**src/rtl/phy_link_ctrl.sv**
```systemverilog
`default_nettype none
// ============================================================================
// Module   : phy_link_ctrl
// Purpose  : Bring-up and recovery sequencer for a 10G PHY. It waits for the
//            oscillator, pulses the PHY management reset, then waits for PLL
//            lock, reconfig calibration and a stable TX/RX ready window before
//            declaring the link up. Every wait state has a timeout.
// Revision : 1.0 - initial release
// ----------------------------------------------------------------------------
// Parameters
//   RST_HOLD      : PHY-management reset pulse length in CLK cycles (>= 1)
//   TIMEOUT       : maximum cycles spent in any wait state
//   STABLE        : consecutive tx_ready&rx_ready cycles required for link-up
// Ports
//   CLK           : in  - 50 MHz management clock, the only clock
//   RSTn          : in  - synchronous active-low reset
//   osc_done      : in  - oscillator init complete (already CLK-synchronous)
//   pll_locked    : in  - PHY PLL lock (asynchronous)
//   reconfig_busy : in  - reconfig controller calibrating (asynchronous)
//   tx_ready      : in  - PHY TX ready (asynchronous)
//   rx_ready      : in  - PHY RX ready / block lock (asynchronous)
//   phy_mgmt_rst  : out - active-high reset to PHY and reconfig mgmt ports
//   xgmii_rst_req : out - active-high request to the 156 MHz reset synchronizer
//   link_up       : out - link established
//   state         : out - current FSM encoding
//   retry_cnt     : out - number of link recoveries (saturates at 255)
// Configuration macro
//   PHY_LINK_CTRL_RETRY_EN : defined   -> faults/timeouts re-run the reset
//                                          sequence and count recoveries
//                            undefined -> faults/timeouts park in RST until
//                                          RSTn or osc_done toggles
// ============================================================================
module phy_link_ctrl #(
  parameter int RST_HOLD = 1000,
  parameter int TIMEOUT  = 5000000,
  parameter int STABLE   = 50000
) (
  input  logic       CLK,
  input  logic       RSTn,
  input  logic       osc_done,
  input  logic       pll_locked,
  input  logic       reconfig_busy,
  input  logic       tx_ready,
  input  logic       rx_ready,
  output logic       phy_mgmt_rst,
  output logic       xgmii_rst_req,
  output logic       link_up,
  output logic [2:0] state,
  output logic [7:0] retry_cnt
);

  localparam int MAX_AB = (RST_HOLD > TIMEOUT) ? RST_HOLD : TIMEOUT;
  localparam int MAXC   = (MAX_AB > STABLE) ? MAX_AB : STABLE;
  localparam int CW     = $clog2(MAXC + 1);

  localparam logic [CW-1:0] HOLD_LAST = CW'(RST_HOLD - 1);
  localparam logic [CW-1:0] TMO_LAST  = CW'(TIMEOUT - 1);
  localparam logic [CW-1:0] STB_LAST  = CW'(STABLE - 1);
  localparam logic [CW-1:0] CNT_MAX   = CW'(MAXC);

  typedef enum logic [2:0] {
    S_IDLE     = 3'd0,
    S_RST      = 3'd1,
    S_WAIT_PLL = 3'd2,
    S_WAIT_CAL = 3'd3,
    S_WAIT_RDY = 3'd4,
    S_UP       = 3'd5
  } state_t;

  state_t        state_q, state_d;
  logic [CW-1:0] timer_q, timer_d;
  logic [CW-1:0] stable_q, stable_d;
  logic          hold_q, hold_d;
  logic [3:0]    sync1_q, sync2_q;
  logic          phy_rst_q, xgmii_rst_q, link_up_q;
  logic          fault;
  logic          pll_s, busy_s, tx_s, rx_s;
  logic          both_rdy;

  assign pll_s    = sync2_q[3];
  assign busy_s   = sync2_q[2];
  assign tx_s     = sync2_q[1];
  assign rx_s     = sync2_q[0];
  assign both_rdy = tx_s & rx_s;

`ifdef PHY_LINK_CTRL_RETRY_EN
  logic       bump;
  logic [7:0] retry_q;
`endif

  // --------------------------------------------------------------------------
  // Next-state logic. osc_done loss overrides everything, then faults and
  // timeouts, then the normal forward progression.
  // --------------------------------------------------------------------------
  always_comb begin
    state_d = state_q;
    hold_d  = hold_q;
    fault   = 1'b0;
`ifdef PHY_LINK_CTRL_RETRY_EN
    bump    = 1'b0;
`endif

    case (state_q)
      S_IDLE: begin
        if (osc_done) state_d = S_RST;
      end
      S_RST: begin
        // A parked (non-recovering) controller never leaves RST on its own.
        if (!hold_q && (timer_q == HOLD_LAST)) state_d = S_WAIT_PLL;
      end
      S_WAIT_PLL: begin
        if (timer_q == TMO_LAST) fault = 1'b1;
        else if (pll_s)          state_d = S_WAIT_CAL;
      end
      S_WAIT_CAL: begin
        if (timer_q == TMO_LAST) fault = 1'b1;
        else if (!busy_s)        state_d = S_WAIT_RDY;
      end
      S_WAIT_RDY: begin
        if (timer_q == TMO_LAST)                  fault = 1'b1;
        else if (both_rdy && stable_q == STB_LAST) state_d = S_UP;
      end
      S_UP: begin
        if (!pll_s || !rx_s || !tx_s || busy_s) fault = 1'b1;
      end
      default: state_d = S_IDLE;
    endcase

    if (fault) begin
      state_d = S_RST;
`ifdef PHY_LINK_CTRL_RETRY_EN
      bump    = 1'b1;
`else
      hold_d  = 1'b1;
`endif
    end

    if (!osc_done) begin
      state_d = S_IDLE;
      hold_d  = 1'b0;
`ifdef PHY_LINK_CTRL_RETRY_EN
      bump    = 1'b0;
`endif
    end
  end

  // Per-state timer: zero on every state change, saturates instead of wrapping.
  always_comb begin
    timer_d = timer_q;
    if (state_d != state_q)   timer_d = '0;
    else if (timer_q != CNT_MAX) timer_d = timer_q + 1'b1;
  end

  // Stable-ready counter only runs while remaining in WAIT_RDY with both
  // ready inputs high; any low cycle or state change restarts it.
  always_comb begin
    stable_d = '0;
    if ((state_q == S_WAIT_RDY) && (state_d == S_WAIT_RDY) && both_rdy &&
        (stable_q != CNT_MAX))
      stable_d = stable_q + 1'b1;
  end

  always_ff @(posedge CLK) begin
    if (!RSTn) begin
      state_q     <= S_IDLE;
      timer_q     <= '0;
      stable_q    <= '0;
      hold_q      <= 1'b0;
      sync1_q     <= '0;
      sync2_q     <= '0;
      phy_rst_q   <= 1'b1;
      xgmii_rst_q <= 1'b1;
      link_up_q   <= 1'b0;
    end else begin
      state_q     <= state_d;
      timer_q     <= timer_d;
      stable_q    <= stable_d;
      hold_q      <= hold_d;
      sync1_q     <= {pll_locked, reconfig_busy, tx_ready, rx_ready};
      sync2_q     <= sync1_q;
      // Outputs decoded from the next state so they line up with state_q.
      phy_rst_q   <= (state_d == S_IDLE) || (state_d == S_RST);
      xgmii_rst_q <= (state_d != S_UP);
      link_up_q   <= (state_d == S_UP);
    end
  end

`ifdef PHY_LINK_CTRL_RETRY_EN
  always_ff @(posedge CLK) begin
    if (!RSTn)                         retry_q <= 8'd0;
    else if (bump && retry_q != 8'hFF) retry_q <= retry_q + 8'd1;
  end
  assign retry_cnt = retry_q;
`else
  assign retry_cnt = 8'd0;
`endif

  assign phy_mgmt_rst  = phy_rst_q;
  assign xgmii_rst_req = xgmii_rst_q;
  assign link_up       = link_up_q;
  assign state         = state_q;

endmodule
`default_nettype wire
```
**config.mk**
```make
export PLATFORM = sky130hd
export DESIGN_NAME = phy_link_ctrl
export DESIGN_NICKNAME = d
export VERILOG_FILES = /design/src/rtl/phy_link_ctrl.sv
export SDC_FILE = /design/constraint.sdc
export NUM_CORES = 1
export LEC_CHECK = 0
export ABC_AREA = 1
export CAP_MARGIN = 20
export CORE_MARGIN = 4
export CORE_UTILIZATION = 50
export DETAILED_ROUTE_END_ITERATION = 8
export MAX_ROUTING_LAYER = met4
export PLACE_DENSITY = 0.78
export SLEW_MARGIN = 20
export SYNTH_ARGS = -nofsm -noshare
export SYNTH_HDL_FRONTEND = slang
export SYNTH_SLANG_ARGS = --single-unit
```
**constraint.sdc**
```tcl
create_clock -name CLK -period 3.52 [get_ports CLK]
set_clock_uncertainty 0.2 [all_clocks]
set_input_delay 0.352 -clock CLK [delete_from_list [all_inputs] [get_ports CLK]]
set_output_delay 0.352 -clock CLK [all_outputs]
set_load 0.05 [all_outputs]
```
==> reports/results.ini <==
[clock_tree]
cts_tree = done
hold_buffers = 0
cts_made_buffers = 9
htreeDepth = 3
ctsResizeCount = 0
clk-insertion-delay-late_ps = 340
clkTransAtPathRegs_ps = 70
post-cts-setup-buffers = 0
cts.path.max_buffers = 2
cts-root-buf = clkbuf_8
clock-sinks = 61

[logic_synthesis]
synth-edff-count = 0
synth_async_sr_flop_share = 0
synth_cells = 447
synth-main-ff-cell = dfxtp_1
synth-seq-cells = 61
synth.top_cells.by_area = dfxtp_1, nand2_1, xor2_1
yosysUniqueCellTypes = 34
syn_area_um2 = 3270
yosysTopAreaCell = dfxtp_1
yosys_warnings = 0
synth_top_area_share = 0.373
syn_avg_cell_area_um2 = 7.33
yosysSeqAreaShare = 0.373

[route]
finalWirelength_mm = 6.39
drtIter0Drc = 175
drc = 0
drtAntennaViolNets = 0
vias_per_cell = 5.09
post_drt_wl_per_cell_um = 11.8
num_vias = 2770
firstDrtPassIters = 6

[global_route]
grt_pass1_vias = 2552
grt_max_degree = 25
overflow = 0
grt_first_pass_wirelength_mm = 10.8
grt_usage = 0.180
antenna_found_initial = 0
grt_most_used_layer = met2
grt_util_met2 = 0.285
grt_use_met1 = 0.214
grt_util_met3 = 0.0396

[worst_setup_path]
cp_max_fo = 24
start_kind = flip-flop
cp_data_arrival_time_ps = 2610
r2r-start = timer_q[1]
end_kind = flip-flop
critPathLaunch = timer_q[1]
cp.required_ps = 3560
worstSetupPathType = reg -> reg

[place]
gp_congestion = 0.931
dp_hpwl_mm = 4.56
dp_slack_ps = 891
io_buffers = 12

[pwr]
p_leak_nw = 1.43
powerDensity_nw_per_um2 = 404
ir_worst_vdd_v = 0.000301

[cells_and_area]
drive_gt1_frac = 0.137
area_growth_pct = 10.9
n_antenna_cell = 0
nFillCells = 582
nets = 473

[status]
status = finished, final reports clean

[sta]
finalHoldViolations = 0
finalWorstSetupSlack_ps = 951
period_minus_slack_ps = 2570
setup_viol = 0
drv_slew = 0
worst_pin_slew_ps = 905
rsz0062_at_grt = false
relSlewSlack = 0.395
fmax_mhz = 389
tns_ps = 0
layout_worst_path_cycle_share = 0.730

[floorplan]
die_y_um = 88.9
rows = 29
ios = 21
die_area_um2 = 7910
fp.dieW_um = 88.9
initial_utilization = 0.516
coreArea_um2 = 6350

[worst_hold_path]
hp-class = reg -> reg
hold_start = sync1_q[2]

[flow_run]
cap_viol_max_count = 0

Yosys cell counts, types with 6 or more instances:
cell type,count
buf_4,9
dfxtp_1,61
inv_1,61
nand2_1,84
nand3_1,21
nand4_1,10
nor2_1,54
nor2_2,26
nor3_1,22
nor4_1,6
xnor2_1,10
xor2_1,31
power breakdown:
| part | internal (mW) | leakage, nW | switching (mW) |
|---|---|---|---|
| clock | 0.402 | 0.106 | 0.296 |
| combinational | 0.0173 | 0.835 | 0.0514 |
| sequential | 0.697 | 0.494 | 0.00352 |
flip-flops by register name, summed over array words and instances, names as in the netlist:
signal         cells
xgmii_rst_req      1
state              3
phy_mgmt_rst       1
stable_q          23
sync1_q            4
link_up            1
sync2_q            4
timer_q           23
hold_q             1
metrics by stage:
step	area (µm²)	cells	util	hold WS [ps]	total power, mW
4_1_cts	3630	544	0.572	218	1.48
2_1_floorplan	3300	454	-	190	0.779
5_1_grt	3630	544	0.572	250	1.52
3_3_place_gp	3410	528	0.537	194	0.783
6_report	3630	544	0.572	216	1.47
3_5_place_dp	3410	528	0.537	200	0.784
per-layer routing:
metal / share of wire / vias to the layer above / routed length, µm
met5: 0 / - / 0
met4: 0.026 / 0 / 165
met3: 0.052 / 15 / 330
met2: 0.46 / 76 / 2940
met1: 0.46 / 1272 / 2960
li1: - / 1407 / -
path summary, 6_finish.rpt:
check	slack (ps)	cells after the start	to
max	950	11	stable_q[19]
min reg2reg	220	2	sync2_q[2]
max reg2reg	950	11	stable_q[19]
min	220	2	sync2_q[2]
placed cells by master, fill, tap and decap left out, drive strengths merged:
cell            n
buf             1
nand3          24
nand3b          2
a31o            1
xor2           31
clkinv          1
bufinv          2
o21ai           5
ha              4
nor2           81
conb            8
o211ai          1
clkdlybuf4s50  12
xnor2          10
a31oi           1
nor3b           7
inv            68
nand4          11
nor4            7
and2            3
dfxtp          61
nand2          87
a21oi           3
clkbuf          9
clkinvlp        2
nor3           25
logic make-up after synthesis:
kind of cell / synth area share
and+or+nand+nor: 0.370
buffers and inverters: 0.110
DFF: 0.373
xor gates and xnor gates: 0.110
AOI/OAI and AO/OA: 0.0203
adders and majority gates: 0.0153
other: 0.00115
critical path: stages, from the launching register on:
cell and delay (ps):
dfxtp_1 340, ha_1 210, nand2_1 80, nor2_2 100, nand2_2 90, nor2_2 90, nand3_2 100, a31oi_1 180
nor2_1 60, nand2_1 660, nor2_1 160, and2_1 180
cell type report:
| type | count | area, µm² | share of cell area |
|---|---|---|---|
| well taps | 77 | 96.3 | 0.0265 |
| flip-flops and latches | 61 | 1220 | 0.336 |
| clock buffers | 9 | 124 | 0.0341 |
| inverters | 66 | 248 | 0.0682 |
| repair buffers | 13 | 128 | 0.0351 |
| multi-input cells | 311 | 1720 | 0.473 |
| clock inverters | 7 | 97.6 | 0.0269 |
(Power assumes the default switching activity.)
